==> src/rtl/pll_lock_supervisor_if.sv <==
// Lock-supervisor bus: PLL lock input plus the PLL reset, domain resets, ready and event counters.
// master = the supervisor, slave = the PLL/top-level side that consumes the resets.
interface pll_lock_supervisor_if #(
  parameter int NUM_DOMAINS = 6,
  parameter int CNT_W       = 8
);
  logic                   pll_locked;
  logic                   pll_rst;
  logic [NUM_DOMAINS-1:0] dom_rst;
  logic                   ready;
  logic [CNT_W-1:0]       retry_count;
  logic [CNT_W-1:0]       lost_count;

  modport master (
    input  pll_locked,
    output pll_rst, dom_rst, ready, retry_count, lost_count
  );

  modport slave (
    output pll_locked,
    input  pll_rst, dom_rst, ready, retry_count, lost_count
  );
endinterface

==> src/rtl/pll_lock_supervisor.sv <==
// PLL reset/lock supervisor: pulses pll_rst, waits for lock, qualifies it, then releases domain resets in order.
// Latency: ready rises exactly 3 + STABLE_CYCLES + (NUM_DOMAINS-1)*RELEASE_GAP edges after the first edge sampling pll_locked high in WAIT_LOCK.
module pll_lock_supervisor #(
  parameter int NUM_DOMAINS    = 6,
  parameter int PLL_RST_CYCLES = 16,
  parameter int LOCK_TIMEOUT   = 50000,
  parameter int STABLE_CYCLES  = 1024,
  parameter int RELEASE_GAP    = 8,
  parameter int CNT_W          = 8
) (
  input  logic                  refclk,
  input  logic                  rst,
  pll_lock_supervisor_if.master bus
);

  localparam int T_MAX_A = (PLL_RST_CYCLES > LOCK_TIMEOUT) ? PLL_RST_CYCLES : LOCK_TIMEOUT;
  localparam int T_MAX_B = (STABLE_CYCLES > RELEASE_GAP) ? STABLE_CYCLES : RELEASE_GAP;
  localparam int T_MAX   = (T_MAX_A > T_MAX_B) ? T_MAX_A : T_MAX_B;
  localparam int TIMER_W = $clog2(T_MAX + 1);

  localparam logic [TIMER_W-1:0]     TIMER_ZERO = {TIMER_W{1'b0}};
  localparam logic [TIMER_W-1:0]     TIMER_ONE  = {{(TIMER_W-1){1'b0}}, 1'b1};
  localparam logic [TIMER_W-1:0]     RST_LAST   = TIMER_W'(PLL_RST_CYCLES - 1);
  localparam logic [TIMER_W-1:0]     TO_LAST    = TIMER_W'(LOCK_TIMEOUT - 1);
  localparam logic [TIMER_W-1:0]     ST_LAST    = TIMER_W'(STABLE_CYCLES - 1);
  localparam logic [TIMER_W-1:0]     GAP_LAST   = TIMER_W'(RELEASE_GAP - 1);
  localparam logic [NUM_DOMAINS-1:0] DOM_ALL    = {NUM_DOMAINS{1'b1}};
  localparam logic [NUM_DOMAINS-1:0] DOM_NONE   = {NUM_DOMAINS{1'b0}};
  localparam logic [CNT_W-1:0]       CNT_ZERO   = {CNT_W{1'b0}};
  localparam logic [CNT_W-1:0]       CNT_ONE    = {{(CNT_W-1){1'b0}}, 1'b1};

  typedef enum logic [2:0] {
    S_PLL_RST   = 3'd0,
    S_WAIT_LOCK = 3'd1,
    S_STABLE    = 3'd2,
    S_RELEASE   = 3'd3,
    S_RUN       = 3'd4
  } state_e;

  function automatic logic [CNT_W-1:0] sat_inc(input logic [CNT_W-1:0] v);
    return (&v) ? v : v + CNT_ONE;
  endfunction

  state_e                 state_q, state_d;
  logic [TIMER_W-1:0]     timer_q, timer_d;
  logic                   sync1_q, sync1_d;
  logic                   sync2_q, sync2_d;
  logic                   pll_rst_q, pll_rst_d;
  logic [NUM_DOMAINS-1:0] dom_rst_q, dom_rst_d;
  logic                   ready_q, ready_d;
  logic [CNT_W-1:0]       retry_q, retry_d;
  logic [CNT_W-1:0]       lost_q, lost_d;
  logic [NUM_DOMAINS-1:0] dom_step;
  logic                   lk;

  assign lk       = sync2_q;
  // Shifting left clears the lowest still-set bit, so releases run strictly in ascending order.
  assign dom_step = dom_rst_q << 1;

  // Next-state, timer, output and counter computation.
  always_comb begin
    state_d   = state_q;
    timer_d   = timer_q + TIMER_ONE;
    sync1_d   = bus.pll_locked;
    sync2_d   = sync1_q;
    pll_rst_d = 1'b0;
    dom_rst_d = dom_rst_q;
    ready_d   = 1'b0;
    retry_d   = retry_q;
    lost_d    = lost_q;
    case (state_q)
      S_PLL_RST: begin
        dom_rst_d = DOM_ALL;
        if (timer_q == RST_LAST) begin
          state_d = S_WAIT_LOCK;
          timer_d = TIMER_ZERO;
        end else begin
          pll_rst_d = 1'b1;
        end
      end
      S_WAIT_LOCK: begin
        if (lk) begin
          state_d = S_STABLE;
          timer_d = TIMER_ZERO;
        end else if (timer_q == TO_LAST) begin
          state_d   = S_PLL_RST;
          timer_d   = TIMER_ZERO;
          pll_rst_d = 1'b1;
          retry_d   = sat_inc(retry_q);
        end else begin
          timer_d = timer_q + TIMER_ONE;
        end
      end
      S_STABLE: begin
        if (!lk) begin
          state_d = S_WAIT_LOCK;
          timer_d = TIMER_ZERO;
        end else if (timer_q == ST_LAST) begin
          dom_rst_d = dom_step;
          timer_d   = TIMER_ZERO;
          state_d   = (dom_step == DOM_NONE) ? S_RUN : S_RELEASE;
        end else begin
          timer_d = timer_q + TIMER_ONE;
        end
      end
      S_RELEASE: begin
        // Lock loss is tested first so it overrides a release step due on the same edge.
        if (!lk) begin
          state_d   = S_PLL_RST;
          timer_d   = TIMER_ZERO;
          pll_rst_d = 1'b1;
          dom_rst_d = DOM_ALL;
          lost_d    = sat_inc(lost_q);
        end else if (timer_q == GAP_LAST) begin
          dom_rst_d = dom_step;
          timer_d   = TIMER_ZERO;
          state_d   = (dom_step == DOM_NONE) ? S_RUN : S_RELEASE;
        end else begin
          timer_d = timer_q + TIMER_ONE;
        end
      end
      S_RUN: begin
        timer_d = TIMER_ZERO;
        if (!lk) begin
          state_d   = S_PLL_RST;
          pll_rst_d = 1'b1;
          dom_rst_d = DOM_ALL;
          lost_d    = sat_inc(lost_q);
        end else begin
          ready_d = 1'b1;
        end
      end
      default: begin
        state_d   = S_PLL_RST;
        timer_d   = TIMER_ZERO;
        pll_rst_d = 1'b1;
        dom_rst_d = DOM_ALL;
      end
    endcase
  end

  // State, synchronizer and registered-output flops with synchronous reset.
  always_ff @(posedge refclk) begin
    if (rst) begin
      state_q   <= S_PLL_RST;
      timer_q   <= TIMER_ZERO;
      sync1_q   <= 1'b0;
      sync2_q   <= 1'b0;
      pll_rst_q <= 1'b1;
      dom_rst_q <= DOM_ALL;
      ready_q   <= 1'b0;
      retry_q   <= CNT_ZERO;
      lost_q    <= CNT_ZERO;
    end else begin
      state_q   <= state_d;
      timer_q   <= timer_d;
      sync1_q   <= sync1_d;
      sync2_q   <= sync2_d;
      pll_rst_q <= pll_rst_d;
      dom_rst_q <= dom_rst_d;
      ready_q   <= ready_d;
      retry_q   <= retry_d;
      lost_q    <= lost_d;
    end
  end

  assign bus.pll_rst     = pll_rst_q;
  assign bus.dom_rst     = dom_rst_q;
  assign bus.ready       = ready_q;
  assign bus.retry_count = retry_q;
  assign bus.lost_count  = lost_q;

endmodule

==> src/flat_wrapper.sv <==
// flat-port wrapper written by rule: the top's interface ports become plain ports
module pll_lock_supervisor_flat 
#(
  parameter int NUM_DOMAINS    = 6,
  parameter int PLL_RST_CYCLES = 16,
  parameter int LOCK_TIMEOUT   = 50000,
  parameter int STABLE_CYCLES  = 1024,
  parameter int RELEASE_GAP    = 8,
  parameter int CNT_W          = 8
)
  (refclk, rst, bus_pll_locked, bus_pll_rst, bus_dom_rst, bus_ready, bus_retry_count, bus_lost_count);
  pll_lock_supervisor_if #(.NUM_DOMAINS(NUM_DOMAINS), .CNT_W(CNT_W)) bus_i ();
  input  logic refclk;
  input  logic rst;
  input wire logic [$bits(bus_i.pll_locked)-1:0] bus_pll_locked;
  output wire logic [$bits(bus_i.pll_rst)-1:0] bus_pll_rst;
  output wire logic [$bits(bus_i.dom_rst)-1:0] bus_dom_rst;
  output wire logic [$bits(bus_i.ready)-1:0] bus_ready;
  output wire logic [$bits(bus_i.retry_count)-1:0] bus_retry_count;
  output wire logic [$bits(bus_i.lost_count)-1:0] bus_lost_count;
  assign bus_i.pll_locked = bus_pll_locked;
  assign bus_pll_rst = bus_i.pll_rst;
  assign bus_dom_rst = bus_i.dom_rst;
  assign bus_ready = bus_i.ready;
  assign bus_retry_count = bus_i.retry_count;
  assign bus_lost_count = bus_i.lost_count;
  pll_lock_supervisor #(.NUM_DOMAINS(NUM_DOMAINS), .PLL_RST_CYCLES(PLL_RST_CYCLES), .LOCK_TIMEOUT(LOCK_TIMEOUT), .STABLE_CYCLES(STABLE_CYCLES), .RELEASE_GAP(RELEASE_GAP), .CNT_W(CNT_W)) u_core (.refclk(refclk), .rst(rst), .bus(bus_i));
endmodule
==> config.mk <==
export PLATFORM = sky130hd
export DESIGN_NAME = pll_lock_supervisor_flat
export DESIGN_NICKNAME = d
export VERILOG_FILES = /design/src/rtl/pll_lock_supervisor_if.sv /design/src/rtl/pll_lock_supervisor.sv /design/src/flat_wrapper.sv
export SDC_FILE = /design/constraint.sdc
export NUM_CORES = 1
export LEC_CHECK = 0
export ABC_AREA = 1
export CAP_MARGIN = 5
export CORE_UTILIZATION = 40
export DETAILED_ROUTE_END_ITERATION = 10
export GPL_ROUTABILITY_DRIVEN = 0
export GPL_TIMING_DRIVEN = 1
export MAX_ROUTING_LAYER = met4
export PLACE_DENSITY = 0.63
export SLEW_MARGIN = 20
export SYNTH_ARGS = -nofsm -noshare
export SYNTH_HDL_FRONTEND = slang
export SYNTH_SLANG_ARGS = --single-unit
==> constraint.sdc <==
create_clock -name refclk -period 2.7 [get_ports refclk]
set_clock_uncertainty 0.05 [all_clocks]
set_input_delay 0.54 -clock refclk [delete_from_list [all_inputs] [get_ports refclk]]
set_output_delay 0.54 -clock refclk [all_outputs]
set_load 0.02 [all_outputs]
==> results of run 1 <==
[per-layer routing]
metal,vias up,wire [um]
met5,-,0
met4,0,59
met3,5,109
met2,26,2110
met1,921,2360
li1,1110,-
[tightest hold or removal path, delay by kind of cell (launching register included)]
family                 cells  cell delay [ps]
DFF                        1              300
buffers and inverters      1               40
and+or+nand+nor            1               30
[area by class of cell]
cell class	count	area (um2)	share of cell area
inverters	40	150	0.0549
multi-input cells	238	1210	0.441
flip-flops and latches	45	901	0.329
clock inverters	2	37.5	0.0137
clock buffers	6	82.6	0.0302
well taps	72	90.1	0.0329
repair buffers	27	268	0.0979
[stage by stage]
step	hold slack, ps	cells	worst slack [ps]	area (um2)	total power [W]
2_1_floorplan	338	329	1020	2330	0.00125
3_3_place_gp	346	422	776	2620	0.00138
3_5_place_dp	347	422	751	2620	0.00138
4_1_cts	359	430	743	2740	0.00191
5_1_grt	378	430	512	2740	0.00202
6_report	355	430	767	2740	0.00189
[state kept, by name, indices dropped and copies added, names as in the netlist]
| register | count |
|---|---|
| u_core.bus.ready | 1 |
| u_core.bus.dom_rst | 6 |
| u_core.lk | 1 |
| u_core.bus.retry_count | 8 |
| u_core.bus.pll_rst | 1 |
| u_core.state_q | 3 |
| u_core.bus.lost_count | 8 |
| u_core.timer_q | 16 |
| u_core.sync1_q | 1 |
[power groups by stage]
stage	Combinational, W	Sequential [W]	Clock [W]
floorplan	0.000381	0.000864	0
global placement	0.000547	0.000830	0
detailed placement	0.000551	0.000831	0
CTS	0.000553	0.000817	0.000539
global route	0.000625	0.000828	0.000563
finish	0.000547	0.000817	0.000521
[cells in the mapped netlist, types with 2 or more instances]
cell,number,area share
nor2_2,4,0.011
nand3_1,21,0.045
nor2_4,3,0.015
dfxtp_1,45,0.39
o21ai_0,15,0.032
nor2_1,69,0.11
xnor2_1,3,0.011
o21ai_1,2,0.0043
buf_6,2,0.0097
nand3_2,3,0.013
inv_1,40,0.065
nand2_2,3,0.0081
nand2_1,54,0.087
a21oi_1,18,0.039
xor2_1,13,0.049
nand4_1,7,0.019
buf_2,2,0.0043
nor4_1,2,0.0054
ha_1,3,0.016
nor3_1,12,0.026
[worst paths after layout]
kind | start | endpoint | slack, ps | cells past startpoint
worst min-delay path | u_core.sync1_q$_SDFF_PP0_ | u_core.lk$_SDFF_PP0_ | 360 | 2
worst min register to register | u_core.sync1_q$_SDFF_PP0_ | u_core.lk$_SDFF_PP0_ | 360 | 2
worst max register to register | u_core.timer_q[0]$_SDFF_PP0_ | u_core.bus.dom_rst[1]$_SDFFE_PP1P_ | 790 | 8
worst max-delay path | u_core.bus.retry_count[2]$_SDFFE_PP0P_ | bus_retry_count[2] | 770 | 1
[kinds of logic (layout without fill, tap and decap cells)]
| group | after synthesis | count (layout) | share of synthesized area |
|---|---|---|---|
| AO/OA/AOI/OAI | 39 | 39 | 0.0920 |
| AND/OR/NAND/NOR | 180 | 180 | 0.350 |
| flip-flops | 45 | 45 | 0.387 |
| adder cells (fa/ha/maj) | 3 | 3 | 0.0161 |
| XOR/XNOR | 16 | 16 | 0.0602 |
| buffers and inverters | 46 | 75 | 0.0941 |
==> qor.yml, run 1 <==
setup_path:
  path_buf_inv: 1
  cp_slowest_cell: "clkdlybuf4s50_1"
  critPathMaxStageDelay_ps: 630
  startpoint_type: "register"
  worstSetupPathType: "register to output port"
  cp.arrival_ps: 1340
  critPathRequiredTime_ps: 2110
  worstPathCellList: "clkdlybuf4s50_1"
  end_kind: "output port"
  crit_family: "buffers and inverters"
  path_max_fanout: 5
pwr:
  pwr-share-comb: 0.290
  clockPowerShare: 0.277
  internal_power_w: 0.00125
  switchingPower_w: 0.000634
  leakagePower_nw: 1.04
  power_density_mw_per_mm2: 689
  p_sw_frac: 0.336
  seq_power_share: 0.433
  vdd_ir_drop_max_mv: 0.449
job:
  drv_cap: 0
synth:
  ys_seq_elements: 45
  yosysUniqueCellTypes: 28
  syn_avg_cell_area_um2: 7.07
  async_flop_share: 0
  syn-num-nets: 335
  netlist_area_mm2: 0.00233
  yosysSeqAreaShare: 0.387
  ys.warnings.count: 0
  synth_edf_count: 0
  syn_inst: 329
  synth_flop_cell: "dfxtp_1"
outcome:
  status: "finished clean"
drt:
  dr.first_iter.drc_count: 104
  routedWlPerCell_um: 10.8
  vias: 2062
  drtAntennaViolNets: 0
  drc_errors: 0
  routed_wl_mm: 4.63
  viasPerCell: 4.80
  dr.pass1.iters: 4
clock_tree:
  htreeDepth: 2
  cts_buffer_depth: 2
  cts_buffers: 5
  post_cts_buffers: 0
  clockRootBuffer: "clkbuf_8"
  cts_tree: "built"
  clkSinkCount: 45
  cts_resized: 0
  cts_hold_buffers: 0
  clkLatencyLatePin_ps: 290
  clkTransAtPathRegs_ps: 80
timing:
  worst_pin_slew_ps: 566
  period_needed_ps: 1930
  setup_viol: 0
  tns_ps: 0
  maxSlewViolCount: 0
  max_freq_mhz: 517
  final.period_utilization: 0.716
  rsz0062_at_grt: "false"
  finalHoldViolations: 0
  max_slew_margin: 0.622
floorplanning:
  die_y_um: 78.3
  pin_count: 27
  num_rows: 27
  start_util: 0.420
  die_width_um: 78.3
  design.core.area_mm2: 0.00554
  die_area_mm2: 0.00612
grt:
  overflow: 0
  grt_util_met3: 0.0384
  grt_pass1_vias: 1869
  antenna_found_initial: 0
  grt_util_met2: 0.281
  grt.total_usage: 0.170
  grt_busiest_layer: "met2"
  use_met1: 0.205
  grt_pass1_wl_mm: 8.07
  grt_start_max_net_pins: 18
cells_and_area:
  layout_commonest_cell: "nor2_1"
  nNetsFinal: 363
  n_antenna_cell: 0
  drive_gt1_frac: 0.0698
  final_util: 0.494
  area_delta_synth_final_pct: 17.6
  num-fill-cells: 556
  most-common-layout-cells: "nor2_1 (69), nand2_1 (54), dfxtp_1 (45)"
placement:
  dp_hpwl_mm: 3.42
  io_buffers: 26
worst_hold_path:
  hold_path_class: "register to register"
(Power assumes the default switching activity.)
==> inputs of run 2 (changes only) <==
PLACE_DENSITY = 0.66   (was 0.63)
clock period = 1.5 ns   (was 2.7 ns; I/O delays follow)
==> run 2 against run 1 <==
  * The flow now finishes with violations (setup timing)
  * Final area increased by 33%
  * Via count increased by 20%
  * Cell count increased by 17%
  * Setup slack got worse by 900 ps
  * Combinational power increased to 3.3 times the previous value
  * Total power increased by 130%
  * Wire length increased by 39%
  * Worst hold slack improved by 1.9 ps
==> qor.yml, run 2 (synthesis results as in run 1) <==
cells_and_area:
  largest_reg_flops: 16  # unchanged
  layout_commonest_cell: "buf_4"
  area_delta_synth_final_pct: 55.9
  n_antenna_cell: 0  # unchanged
  drive_gt1_frac: 0.435  # +0.365
  regMostFlops: "u_core.timer_q"
  final-instance-count-excl-fill: 504  # +17%
  most-common-layout-cells: "buf_4 (64), nor2_1 (40), nand2_1 (37)"
  nNetsFinal: 437  # +20%
grt:
  grt_pass1_wl_mm: 9.85  # +22%
  antenna_found_initial: 0  # unchanged
  grt_pass1_vias: 2264  # +21%
  grt_start_max_net_pins: 15  # -3
  grt.total_usage: 0.205  # +0.0348
  overflow: 0  # unchanged
setup_path:
  path_buf_inv: 1  # unchanged
  startpoint_type: "register"
  path_max_fanout: 6  # +1
  critPathRequiredTime_ps: 1640  # -470 ps
  cp.depth: 9  # +8
  end_kind: "register"
  cp_slowest_cell: "dfxtp_2"
  reg2reg_depth: 9  # +1
  cp.arrival_ps: 1770  # +430 ps
  worstPathCellList: "ha_4 -> nand3_4 -> nor2_4 -> nand2_1 -> nand2_2 -> nand3_4 -> o21ai_4 -> buf_6 -> nor2_2"
  cpMostUsedCell: "nand3_4"
  worstSetupPathType: "register to register"
  critPathMaxStageDelay_ps: 360  # -270 ps
  crit_family: "simple AND/OR/NAND/NOR gates"
clock_tree:
  htreeDepth: 2  # unchanged
  cts_buffer_depth: 2  # unchanged
  clkSinkCount: 45  # unchanged
  cts_buffers: 5  # unchanged
  clkLatencyLatePin_ps: 310  # +20 ps
  clkTransAtPathRegs_ps: 90  # about the same
  cts_tree: "built"
  clockRootBuffer: "clkbuf_8"
pwr:
  vdd_ir_drop_max_mv: 1.15  # +160%
  switchingPower_w: 0.00153  # +140%
  p_sw_frac: 0.358  # +0.0219
  pwr-share-comb: 0.419  # +0.129
  clockPowerShare: 0.234  # -0.043
  leakagePower_nw: 1.54  # +48%
  internal_power_w: 0.00274  # +120%
  power_density_mw_per_mm2: 1180  # +71%
  seq_power_share: 0.347  # -0.086
timing:
  holdWs_ps: 357  # +1.90 ps
  finalWorstSetupSlack_ps: -132  # -900 ps
  worst_pin_slew_ps: 326  # -240 ps
  setup_viol: 32  # +32
  period_needed_ps: 1630
  tns_ps: -2480  # -2480 ps
  max_slew_margin: 0.781  # +0.158
  max_freq_mhz: 613
  maxSlewViolCount: 0  # unchanged
  final.period_utilization: 1.09
  rsz0062_at_grt: "true"
  finalHoldViolations: 0  # unchanged
floorplanning:
  pin_count: 27  # unchanged
  num_rows: 27  # unchanged
  design.core.area_mm2: 0.00554  # unchanged
  die_y_um: 78.3  # unchanged
  die_width_um: 78.3  # unchanged
  die_area_mm2: 0.00612  # unchanged
  start_util: 0.420  # unchanged
worst_hold_path:
  min_path_cells: 2  # unchanged
  hold_path_class: "register to register"
placement:
  dp_slack_ps: -98.9  # -850 ps
  io_buffers: 26  # unchanged
  place_inst: 481  # +14%
  dp_hpwl_mm: 4.09  # +19%
drt:
  drtAntennaViolNets: 0  # unchanged
  drc_errors: 0  # unchanged
  routed_wl_mm: 6.43  # +39%
  vias: 2479  # +20%
  dr.first_iter.drc_count: 142  # +37%
  routedWlPerCell_um: 12.8  # +18%
  viasPerCell: 4.92  # +2.6%
  dr.pass1.iters: 4  # unchanged
job:
  drv_cap: 0  # unchanged
outcome:
  status: "finished, violations left"
  violations: "setup timing"
-- run 2: cell count changes in the layout (fill, tap and decap cells not counted), sizes merged --
| cell | delta |
|---|---|
| buf | +74 |
| clkbuf | +1 |
| clkdlybuf4s15 | +1 |
| clkdlybuf4s50 | -24 |
| dlygate4sd2 | +22 |
-- run 2: worst paths after layout --
kind / end / from / slack [ps]
setup / recovery: u_core.timer_q[5]$_SDFF_PP0_ / u_core.timer_q[1]$_SDFF_PP0_ / -130
hold / removal: u_core.lk$_SDFF_PP0_ / u_core.sync1_q$_SDFF_PP0_ / 360
setup reg to reg: u_core.timer_q[5]$_SDFF_PP0_ / u_core.timer_q[1]$_SDFF_PP0_ / -130
hold reg to reg: u_core.lk$_SDFF_PP0_ / u_core.sync1_q$_SDFF_PP0_ / 360
-- run 2: what timing repair did --
item                       CTS  global route
hold buffers                 0             0
gates cloned                 1             1
gates resized for setup     54            90
setup endpoints to repair   58            42
setup buffers                6             7
pin swaps                   10            22
-- run 2: layout make-up --
class | instances | area, um2
Fill cell | 463 | 1910
Multi-Input combinational cell | 238 | 1510
Sequential cell | 45 | 922
Timing Repair Buffer | 101 | 832
Inverter | 40 | 150
Tap cell | 72 | 90.1
Clock buffer | 6 | 82.6
Clock inverter | 2 | 37.5
-- run 2: power by group through the flow --
| stage | Sequential, W | Clock (W) | Combinational [W] |
|---|---|---|---|
| after floorplan | 0.00157 | 0 | 0.000709 |
| after global placement | 0.00148 | 0 | 0.00131 |
| after detailed placement | 0.00148 | 0 | 0.00133 |
| after CTS | 0.00146 | 0.000996 | 0.00138 |
| after global routing | 0.00150 | 0.00106 | 0.00194 |
| final | 0.00148 | 0.000997 | 0.00179 |
-- run 2: metal layers --
metal  up-vias  wire, um  share of wire  track usage
li1       1264         -              -            -
met1      1161      2830           0.44        0.254
met2        47      3280           0.51        0.346
met3         7       252          0.039       0.0349
met4         0        61         0.0095       0.0500
met5         -         0              0            -
-- run 2: worst min-delay path: cells and delay by family, from the launching register on --
kind          cells  cell delay, ps
flops             1             310
simple gates      1              30
buf+inv           1              40
-- run 2: metrics by stage --
step | cell area, um2 | total power, W | utilization
3_5_place_dp | 3090 | 0.00281 | 0.557
2_1_floorplan | 2360 | 0.00228 | -
4_1_cts | 3320 | 0.00383 | 0.600
6_report | 3630 | 0.00427 | 0.655
5_1_grt | 3630 | 0.00451 | 0.655
3_3_place_gp | 3090 | 0.00279 | 0.557
==> inputs of run 3 (changes only) <==
CORE_ASPECT_RATIO = 1.5   (was not set)
PLACE_DENSITY = 0.7   (was 0.66)
==> run 3 against run 2 <==
  * The run still ends with setup timing left
  * Worst hold slack better by 3.5 ps
  * Utilization grew 0.16 points
  * Wire length down 1.3%
  * Critical path type unchanged
  * Critical endpoint is now u_core.state_q[0]$_SDFFE_PP0P_
  * Highest routed layer unchanged
==> qor.yml, run 3 (synthesis results as in run 1) <==
outcome:
  status: "finished, violations left"
  violations: "setup timing"
setup_path:
  critPathMaxStageDelay_ps: 360  # about the same
  cp_slowest_cell: "dfxtp_2"
  critPathRequiredTime_ps: 1640  # about the same
  path_buf_inv: 1  # unchanged
  end_kind: "register"
  crit_family: "simple AND/OR/NAND/NOR gates"
  worstSetupPathType: "register to register"
  cp.arrival_ps: 1790  # +20 ps
  startpoint_type: "register"
  path_max_fanout: 5  # -1
  worstPathCellList: "ha_4 -> nand3_4 -> nor2_4 -> nand2_2 -> nand2_4 -> buf_6 -> nand2_4 -> nor2_4 -> nand3_2 -> nand2_1 -> nor2_1"
clock_tree:
  cts_buffers: 5  # unchanged
  clockRootBuffer: "clkbuf_8"
  clkSinkCount: 45  # unchanged
  cts_hold_buffers: 0  # unchanged
  htreeDepth: 2  # unchanged
  cts_tree: "built"
  cts_buffer_depth: 2  # unchanged
  clkTransAtPathRegs_ps: 80  # about the same
  clkLatencyLatePin_ps: 300  # about the same
floorplanning:
  num_rows: 33  # +22%
  start_util: 0.420  # +0.000570
  die_y_um: 95.4  # +22%
  pin_count: 27  # unchanged
  design.core.area_mm2: 0.00553  # -0.14%
  die_width_um: 64.3  # -18%
  die_area_mm2: 0.00613  # +0.10%
timing:
  finalHoldViolations: 0  # unchanged
  maxSlewViolCount: 0  # unchanged
  max_freq_mhz: 605  # -1.2%
  period_needed_ps: 1650  # +19.9 ps
  rsz0062_at_grt: "true"
  setup_viol: 32  # unchanged
  max_slew_margin: 0.811  # +0.0302
  final.period_utilization: 1.10  # +0.0133
  finalWorstSetupSlack_ps: -152  # -19.9 ps
  worst_pin_slew_ps: 283  # -43.3 ps
drt:
  routedWlPerCell_um: 12.6  # -1.3%
  drc_errors: 0  # unchanged
  vias: 2509  # +1.2%
  routed_wl_mm: 6.35  # -1.3%
  dr.first_iter.drc_count: 78  # -45%
  drtAntennaViolNets: 0  # unchanged
  viasPerCell: 4.98  # +1.2%
  dr.pass1.iters: 4  # unchanged
cells_and_area:
  most-common-layout-cells: "buf_4 (69), nor2_1 (54), nand2_1 (40)"
  drive_gt1_frac: 0.401  # -0.0343
  num-fill-cells: 456  # -1.5%
  area_delta_synth_final_pct: 56.1
  n_antenna_cell: 0  # unchanged
  regMostFlops: "u_core.timer_q"
  nNetsFinal: 439  # +0.46%
  stdcell_area_mm2: 0.00363  # +0.10%
  largest_reg_flops: 16  # unchanged
  layout_commonest_cell: "buf_4"
grt:
  grt_pass1_vias: 2339  # +3.3%
  grt.total_usage: 0.206  # +0.000886
  overflow: 0  # unchanged
  grt_pass1_wl_mm: 9.70  # -1.5%
  antenna_found_initial: 0  # unchanged
  grt_start_max_net_pins: 17  # +2
pwr:
  total_power_w: 0.00400  # -6.3%
  leakagePower_nw: 1.57  # +2.1%
  power_density_mw_per_mm2: 1100  # -6.4%
  vdd_ir_drop_max_mv: 0.818  # -29%
placement:
  place_area_mm2: 0.00311  # +0.81%
  dp_slack_ps: -209  # -110 ps
  dp_hpwl_mm: 4.10  # +0.25%
  io_buffers: 26  # unchanged
worst_hold_path:
  hold_path_class: "register to register"
job:
  drv_cap: 0  # unchanged
[run 3: cell count changes in the layout (fill, tap and decap cells not counted), sizes merged]
cell	delta
bufinv	-1
dlygate4sd2	+1
clkinv	+1
clkinvlp	-1
buf	+2
[run 3: path summary, 6_finish.rpt]
check	startpoint	to	slack, ps	cells after the start
hold / removal	u_core.sync1_q$_SDFF_PP0_	u_core.lk$_SDFF_PP0_	360	2
setup reg to reg	u_core.timer_q[1]$_SDFF_PP0_	u_core.state_q[0]$_SDFFE_PP0P_	-150	11
hold reg to reg	u_core.sync1_q$_SDFF_PP0_	u_core.lk$_SDFF_PP0_	360	2
setup / recovery	u_core.timer_q[1]$_SDFF_PP0_	u_core.state_q[0]$_SDFFE_PP0P_	-150	11
[run 3: per-layer routing]
| metal | up-vias | wire length (um) | global-route usage |
|---|---|---|---|
| met5 | - | 0 | - |
| met3 | 19 | 188 | 0.0347 |
| met1 | 1172 | 2510 | 0.202 |
| met4 | 0 | 172 | 0.0815 |
| li1 | 1266 | - | - |
| met2 | 52 | 3480 | 0.394 |
[run 3: area by class of cell]
class	instances	area, um2	area share
multi-input cells	238	1510	0.415
repair buffers	103	857	0.236
flip-flops and latches	45	927	0.255
clock inverters	1	5.00	0.00138
well taps	70	87.6	0.0241
inverters	40	153	0.0420
clock buffers	7	96.3	0.0265
[run 3: tightest hold or removal path, stage by stage, from the launching register on]
cell,delay (ps)
dfxtp_1,300
inv_1,40
nor2_1,30
[run 3: power by group]
| part | internal [W] | switching (W) |
|---|---|---|
| clock | 0.000417 | 0.000407 |
| sequential | 0.00135 | 0.000142 |
| combinational | 0.000801 | 0.000881 |
[run 3: through the flow]
stage | hold WS (ps) | setup TNS, ps | instances | utilization
floorplan | 338 | -200 | 329 | -
global placement | 345 | -2320 | 481 | 0.563
detailed placement | 351 | -3110 | 481 | 0.563
CTS | 365 | -2520 | 492 | 0.599
global route | 397 | -5430 | 504 | 0.656
finish | 361 | -2440 | 504 | 0.656
[run 3: repair_timing]
item	CTS	global route
resized for setup	60	71
pin swaps	8	26
setup endpoints to repair	59	41
buffers inserted	3	13
